--- src/rtl/mult_seq_ctrl_if.sv ---
// mult_seq_ctrl_if: control bundle between the shift-add sequencer and its datapath.
// Latency: none (wires only).
// Backpressure: none; the sequencer ignores start while an operation is running.
// Ports / signals:
//   start            request a multiply (requester -> sequencer)
//   lsbB, bZero      B register status (datapath -> sequencer)
//   lowWrA/B/P       active-low register write strobes (sequencer -> datapath)
//   selInit, addEn, shiftEn   datapath mux/shift selects (sequencer -> datapath)
//   busy, done, count         operation status (sequencer -> requester)
// Modports: master = sequencer side, slave = datapath/requester side.
interface mult_seq_ctrl_if #(
  parameter int CNTWIDTH = 4
);
  logic                start;
  logic                lsbB;
  logic                bZero;
  logic                lowWrA;
  logic                lowWrB;
  logic                lowWrP;
  logic                selInit;
  logic                addEn;
  logic                shiftEn;
  logic                busy;
  logic                done;
  logic [CNTWIDTH-1:0] count;

  modport master (
    input  start, lsbB, bZero,
    output lowWrA, lowWrB, lowWrP, selInit, addEn, shiftEn, busy, done, count
  );

  modport slave (
    output start, lsbB, bZero,
    input  lowWrA, lowWrB, lowWrP, selInit, addEn, shiftEn, busy, done, count
  );
endinterface

--- src/rtl/mult_seq_ctrl.sv ---
// mult_seq_ctrl: sequencer for a shift-add multiplier (A, B, P registers in the datapath).
// Latency: done in cycle 2 + 2*DATAWIDTH + popcount(B), counting the LOAD cycle as cycle 1.
// Backpressure: none; start is sampled only in IDLE and ignored while busy or in DONE.
// Ports:
//   clk, rst   clock and synchronous active-high reset
//   bus        mult_seq_ctrl_if.master: start/lsbB/bZero in; write strobes, selects,
//              busy, done and the processed-bit count out.
// Optional feature: define MULT_EARLY_EXIT_EN to finish as soon as B becomes zero.
// CNTWIDTH must satisfy 2**CNTWIDTH > DATAWIDTH so count can reach DATAWIDTH.
module mult_seq_ctrl #(
  parameter int DATAWIDTH = 8,
  parameter int CNTWIDTH  = 4
) (
  input  logic            clk,
  input  logic            rst,
  mult_seq_ctrl_if.master bus
);

  typedef enum logic [2:0] {
    IDLE  = 3'd0,
    LOAD  = 3'd1,
    TEST  = 3'd2,
    ADD   = 3'd3,
    SHIFT = 3'd4,
    DONE  = 3'd5
  } state_t;

  localparam logic [CNTWIDTH-1:0] LAST_BIT = CNTWIDTH'(DATAWIDTH - 1);

  state_t              state;
  state_t              state_nxt;
  logic [CNTWIDTH-1:0] cnt;

  logic low_wr_a;
  logic low_wr_b;
  logic low_wr_p;
  logic sel_init;
  logic add_en;
  logic shift_en;
  logic busy_q;
  logic done_q;

`ifndef MULT_EARLY_EXIT_EN
  // bZero only matters when early exit is built in.
  logic unused_bzero;
  assign unused_bzero = bus.bZero;
`endif

  always_ff @(posedge clk) begin
    if (rst) begin
      state <= IDLE;
      cnt   <= '0;
    end else begin
      state <= state_nxt;
      if (state == LOAD) begin
        cnt <= '0;
      end else if (state == SHIFT) begin
        cnt <= cnt + 1'b1;
      end
    end
  end

  // Next state plus outputs decoded purely from the state register, so no
  // input reaches an output combinationally.
  always_comb begin
    state_nxt = state;
    low_wr_a  = 1'b1;
    low_wr_b  = 1'b1;
    low_wr_p  = 1'b1;
    sel_init  = 1'b0;
    add_en    = 1'b0;
    shift_en  = 1'b0;
    busy_q    = 1'b0;
    done_q    = 1'b0;

    case (state)
      IDLE: begin
        if (bus.start) begin
          state_nxt = LOAD;
        end
      end

      LOAD: begin
        low_wr_a  = 1'b0;
        low_wr_b  = 1'b0;
        low_wr_p  = 1'b0;
        sel_init  = 1'b1;
        busy_q    = 1'b1;
        state_nxt = TEST;
      end

      TEST: begin
        busy_q = 1'b1;
`ifdef MULT_EARLY_EXIT_EN
        // Remaining iterations would only shift zeros, so the product is final.
        if (bus.bZero) begin
          state_nxt = DONE;
        end else if (bus.lsbB) begin
          state_nxt = ADD;
        end else begin
          state_nxt = SHIFT;
        end
`else
        if (bus.lsbB) begin
          state_nxt = ADD;
        end else begin
          state_nxt = SHIFT;
        end
`endif
      end

      ADD: begin
        low_wr_p  = 1'b0;
        add_en    = 1'b1;
        busy_q    = 1'b1;
        state_nxt = SHIFT;
      end

      SHIFT: begin
        low_wr_a = 1'b0;
        low_wr_b = 1'b0;
        shift_en = 1'b1;
        busy_q   = 1'b1;
        // cnt still holds the pre-increment value here.
        if (cnt == LAST_BIT) begin
          state_nxt = DONE;
        end else begin
          state_nxt = TEST;
        end
      end

      DONE: begin
        done_q    = 1'b1;
        state_nxt = IDLE;
      end

      default: begin
        state_nxt = IDLE;
      end
    endcase
  end

  assign bus.lowWrA  = low_wr_a;
  assign bus.lowWrB  = low_wr_b;
  assign bus.lowWrP  = low_wr_p;
  assign bus.selInit = sel_init;
  assign bus.addEn   = add_en;
  assign bus.shiftEn = shift_en;
  assign bus.busy    = busy_q;
  assign bus.done    = done_q;
  assign bus.count   = cnt;

endmodule

--- src/flat_wrapper.sv ---
// flat-port wrapper written by rule: the top's interface ports become plain ports
module mult_seq_ctrl_flat 
#(
  parameter int DATAWIDTH = 8,
  parameter int CNTWIDTH  = 4
)
  (clk, rst, bus_start, bus_lsbB, bus_bZero, bus_lowWrA, bus_lowWrB, bus_lowWrP, bus_selInit, bus_addEn, bus_shiftEn, bus_busy, bus_done, bus_count);
  mult_seq_ctrl_if #(.CNTWIDTH(CNTWIDTH)) bus_i ();
  input  logic clk;
  input  logic rst;
  input wire logic [$bits(bus_i.start)-1:0] bus_start;
  input wire logic [$bits(bus_i.lsbB)-1:0] bus_lsbB;
  input wire logic [$bits(bus_i.bZero)-1:0] bus_bZero;
  output wire logic [$bits(bus_i.lowWrA)-1:0] bus_lowWrA;
  output wire logic [$bits(bus_i.lowWrB)-1:0] bus_lowWrB;
  output wire logic [$bits(bus_i.lowWrP)-1:0] bus_lowWrP;
  output wire logic [$bits(bus_i.selInit)-1:0] bus_selInit;
  output wire logic [$bits(bus_i.addEn)-1:0] bus_addEn;
  output wire logic [$bits(bus_i.shiftEn)-1:0] bus_shiftEn;
  output wire logic [$bits(bus_i.busy)-1:0] bus_busy;
  output wire logic [$bits(bus_i.done)-1:0] bus_done;
  output wire logic [$bits(bus_i.count)-1:0] bus_count;
  assign bus_i.start = bus_start;
  assign bus_i.lsbB = bus_lsbB;
  assign bus_i.bZero = bus_bZero;
  assign bus_lowWrA = bus_i.lowWrA;
  assign bus_lowWrB = bus_i.lowWrB;
  assign bus_lowWrP = bus_i.lowWrP;
  assign bus_selInit = bus_i.selInit;
  assign bus_addEn = bus_i.addEn;
  assign bus_shiftEn = bus_i.shiftEn;
  assign bus_busy = bus_i.busy;
  assign bus_done = bus_i.done;
  assign bus_count = bus_i.count;
  mult_seq_ctrl #(.DATAWIDTH(DATAWIDTH), .CNTWIDTH(CNTWIDTH)) u_core (.clk(clk), .rst(rst), .bus(bus_i));
endmodule
--- config.mk ---
export PLATFORM = sky130hd
export DESIGN_NAME = mult_seq_ctrl_flat
export DESIGN_NICKNAME = d
export VERILOG_FILES = /design/src/rtl/mult_seq_ctrl_if.sv /design/src/rtl/mult_seq_ctrl.sv /design/src/flat_wrapper.sv
export SDC_FILE = /design/constraint.sdc
export NUM_CORES = 1
export LEC_CHECK = 0
export CAP_MARGIN = 20
export CORE_MARGIN = 2
export CORE_UTILIZATION = 30
export CTS_CLUSTER_DIAMETER = 120
export DETAILED_ROUTE_END_ITERATION = 8
export GPL_TIMING_DRIVEN = 0
export SLEW_MARGIN = 0
export SYNTH_ARGS = -nofsm -noshare
export SYNTH_HDL_FRONTEND = slang
export SYNTH_SLANG_ARGS = --single-unit
--- constraint.sdc ---
create_clock -name clk -period 2 [get_ports clk]
set_clock_uncertainty 0.1 [all_clocks]
set_input_delay 0.4 -clock clk [delete_from_list [all_inputs] [get_ports clk]]
set_output_delay 0.4 -clock clk [all_outputs]
set_load 0.03 [all_outputs]
; Yosys cells after proc, flatten, opt, wreduce, memory -nomap -nowiden
; Cells that the tools add are included.
[op_classes]
reduce_logical = 5
add_sub_neg = 1
eq_ne = 7
mux = 11
[op_table]
columns = op, n
row1 = 3-bit case mux with 5 select lines, 1
row2 = 3-bit 2-to-1 mux, 3
row3 = 1-bit 2-to-1 mux, 7
row4 = 3-bit by 2-bit equality test with 1-bit output (second input constant), 2
row5 = 3-bit equality test (second input constant), 2
row6 = 2-bit OR reduction, 3
row7 = 4-bit by 1-bit adder with 4-bit output (second input constant), 1
row8 = 4-bit by 3-bit equality test with 1-bit output (second input constant), 1
row9 = 4-bit OR reduction, 1
row10 = 3-bit by 1-bit equality test with 1-bit output (second input constant), 1
row11 = 3-bit logical NOT, 1
row12 = 2-bit inequality test (second input constant), 1
[totals]
out_inout_bits = 12
in_bits = 5
reg_bits = 7
elab_cells = 26

; Logic depth before layout (Yosys ltp)
[depth]
ltp_word = 3
ltp_mapped = 5
ltp_nobuf = 4

; Least setup slack after synthesis
; Ideal clock, no wire load.
[synth_path]
path_type = reg-to-output
from = reg u_core.state[1]
to = out bus_busy
path_slack_ns = 0.225
t_arrival_ns = 1.275
path_buffers = 1
required_time_ns = 1.500
path_stages_with_launch = 4
path_cell_list = dfxtp_1 -> clkbuf_1 -> nor2_1 -> xnor2_1
[synth_between]
elab_chain_len = 3
elab_cells_between_ends = 6
classes_between = eq/ne: 4 / mux: 1 / reduce/logical: 1
[synth_rtl]
columns = item, line_no
row1 = start: declaration, mult_seq_ctrl.sv:30  ; state_t state;
row2 = start signal: assignment, mult_seq_ctrl.sv:54  ; state <= state_nxt;
row3 = 3-bit by 2-bit equality test with 1-bit output (tied with other cells), mult_seq_ctrl.sv:76  ; case (state)
row4 = 4-bit OR reduction (no source line) *, n/a
row5 = 1-bit 2-to-1 mux *, mult_seq_ctrl.sv:76
row6 = end: declaration, flat_wrapper.sv:20  ; output wire logic [$bits(bus_i.busy)-1:0] bus_busy;
; Every way passes the cells marked *; elsewhere a longest branch is shown, timed or not.

; Worst setup path in the final report
[layout_path]
from = reg u_core.state[1]
to = out bus_done
[layout_between]
elab_chain_len = 2
[layout_rtl]
columns = item, line_no
row1 = 3-bit equality test, mult_seq_ctrl.sv:76
row2 = 1-bit 2-to-1 mux, mult_seq_ctrl.sv:76
row3 = end: declaration, flat_wrapper.sv:21  ; output wire logic [$bits(bus_i.done)-1:0] bus_done;
; Every way passes these cells.

==> impl_metrics.env <==
export IMPL_hold_viol_final=0
export IMPL_postCtsHoldBufs=0
export IMPL_dp_hpwl_um=792
export IMPL_drtPass1Iterations=3
export IMPL_synth_edf_count=0
export IMPL_n_fill_cell=159
export IMPL_async_reset_ff_share_pct=0
export IMPL_cts_inserted_buffers=3
export IMPL_critPathKind="flip-flop to output port"
export IMPL_drt_iter0_drc=4
export IMPL_path_clk_slew_ps=50
export IMPL_drive_gt1_share_pct=22.0
export IMPL_cap_violations=0
export IMPL_cts_tree="yes"
export IMPL_power_total_w=0.000427
export IMPL_slew_violations=0
export IMPL_hp_class="flip-flop to flip-flop"
export IMPL_grt_overflow_total=0
export IMPL_rsz0062_at_grt="no"
export IMPL_clk_insertion_delay_late_ps=250
export IMPL_dpl_cell_area_sq_um=654
export IMPL_end_kind="output port"
export IMPL_required_ps=1500
export IMPL_ant_nets=0
export IMPL_final_util_pct=48.1
export IMPL_chipHeight_um=44.2
export IMPL_design_area_sq_um=724
export IMPL_fin_crit_ps=1900
export IMPL_routed_wl_um=1120
export IMPL_dieArea_sq_um=1950
export IMPL_finalWorstSetupSlack_ps=98.9
export IMPL_status="finished, final reports clean"
export IMPL_areaGrowthSynthToFinish_pct=49.6
export IMPL_slew_headroom_pct=78.8
export IMPL_tightest_slew_ps=318
export IMPL_final_common_cell="clkdlybuf4s50_1"
export IMPL_ys_seq_area_share_pct=28.9
export IMPL_grt_antenna_before_repair=0
export IMPL_worst_setup_path_start_kind="flip-flop"
export IMPL_clockBufferDepth=2
export IMPL_grt_pass1_wl_um=1870
export IMPL_power_leakage_nw=0.298
export IMPL_pre_cts_ws_ps=-278
export IMPL_portBuffers=15
export IMPL_path_max_fanout=10
export IMPL_ys_types=33
export IMPL_cts_root_buf="clkbuf_4"
export IMPL_finalCritPeriodShare_pct=95.1
export IMPL_nNetsFinal=89
export IMPL_cp_startpoint="u_core.state[1]"
export IMPL_gp_congestion=0.757
export IMPL_syn_area_per_cell_sq_um=7.94
export IMPL_cts_sinks=7
export IMPL_min_from="u_core.bus.count[1]"
export IMPL_routedWlPerCell_um=11.4
export IMPL_core_area_sq_um=1510
export IMPL_via_per_inst=5.00
export IMPL_insertedDiodeCount=0
export IMPL_grt_pass1_vias=457
export IMPL_yosys_register_bits=7
export IMPL_power_density_nw_per_um2=589
export IMPL_io_pins=17
export IMPL_die_w_um=44.2
export IMPL_grt_max_degree=20
export IMPL_final_cell_mix="7 x clkdlybuf4s50_1, 6 x a21oi_1, 6 x dfxtp_1"
export IMPL_worstPathArrival_ps=1400
export IMPL_drc=0
export IMPL_reg2reg_from="u_core.bus.count[1]"
export IMPL_max_freq_mhz=526
export IMPL_ys_flop_type="dfxtp_1"
export IMPL_setup_violations=0
export IMPL_cts_max_level=1
export IMPL_synthCells=61
export IMPL_ir_drop_mv=0.309
export IMPL_start_util_pct=32.1
export IMPL_vias=490
export IMPL_synth_nets=67
export IMPL_syn_cell_area_sq_um=484
export IMPL_grt_usage_pct=13.0
export IMPL_row_count=14
export IMPL_ys_warn_count=0
-- final timing paths --
kind | end | slack, ps | cells after the start
setup / recovery | bus_done | 100 | 4
setup reg to reg | u_core.state[2] | 390 | 4
hold reg to reg | u_core.bus.count[1] | 440 | 2
hold / removal | u_core.bus.count[1] | 440 | 2
-- flip-flops by register name, summed over array words and instances, names as in the netlist --
signal / count
u_core.bus.count: 4
u_core.state: 3
-- area by class of cell --
cell class	instances	area, sq um	share of cell area [%]
flip-flops and latches	7	141	19.5
well taps	16	20.0	2.76
clock buffers	4	26.3	3.63
inverters	1	3.75	0.518
plain buffers	4	41.3	5.70
multi-input cells	48	317	43.7
repair buffers	18	175	24.2
-- Yosys cell counts (all sizes together), types with 2 or more instances --
cell type	number	share of area, %
nand3	2	2.1
a21oi	6	6.2
or2b	2	3.1
dfxtp	7	29
and2	2	2.8
nand3b	3	4.7
nand2b	4	5.2
nand2	3	2.3
o21ai	4	4.1
nor2	3	2.3
a21o	3	4.9
and3	2	2.8
buf	4	4.7
-- stage by stage --
| stage | hold slack [ps] | cells | setup TNS, ps |
|---|---|---|---|
| floorplan | 369 | 61 | 0 |
| global placement | 428 | 92 | -1340 |
| detailed placement | 433 | 92 | -1200 |
| CTS | 443 | 95 | 0 |
| global route | 482 | 98 | 0 |
| finish | 443 | 98 | 0 |
-- critical path, stage by stage (launching register included) --
cell and delay [ps]:
dfxtp_1 420, buf_6 170, inv_1 60, and3_1 150
dlygate4sd2_1 350
-- routing by layer --
layer / routed length (um) / track usage [%] / part of all wire [%]
met2: 496 / 21.2 / 44
met5: 0 / 0 / 0
met3: 46 / 1.22 / 4.1
met1: 565 / 15.2 / 50
met4: 11 / 10.9 / 0.98
-- cells by family after synthesis --
group	count (synthesis)	share of synthesized area (%)
buffers and inverters	6	6.20
AOI/OAI and AO/OA	18	23.3
adders and majority gates	1	2.58
DFF	7	28.9
xor gates and xnor gates	2	3.62
and+or+nand+nor	27	35.4
-- where the power goes --
part | leakage (nW) | switching [W] | internal, W | total, W
Sequential | 0.0570 | 0.00000863 | 0.000146 | 0.000154
Combinational | 0.226 | 0.0000817 | 0.0000654 | 0.000147
Clock | 0.0150 | 0.0000493 | 0.0000760 | 0.000125
Total | 0.298 | 0.000140 | 0.000287 | 0.000427
-- timing repair --
action                     in CTS  in global routing
setup buffers                   0                  3
setup endpoints to repair       7                  6
gates resized for setup        20                  5
gates cloned                    0                  0
(Power assumes the default switching activity.)
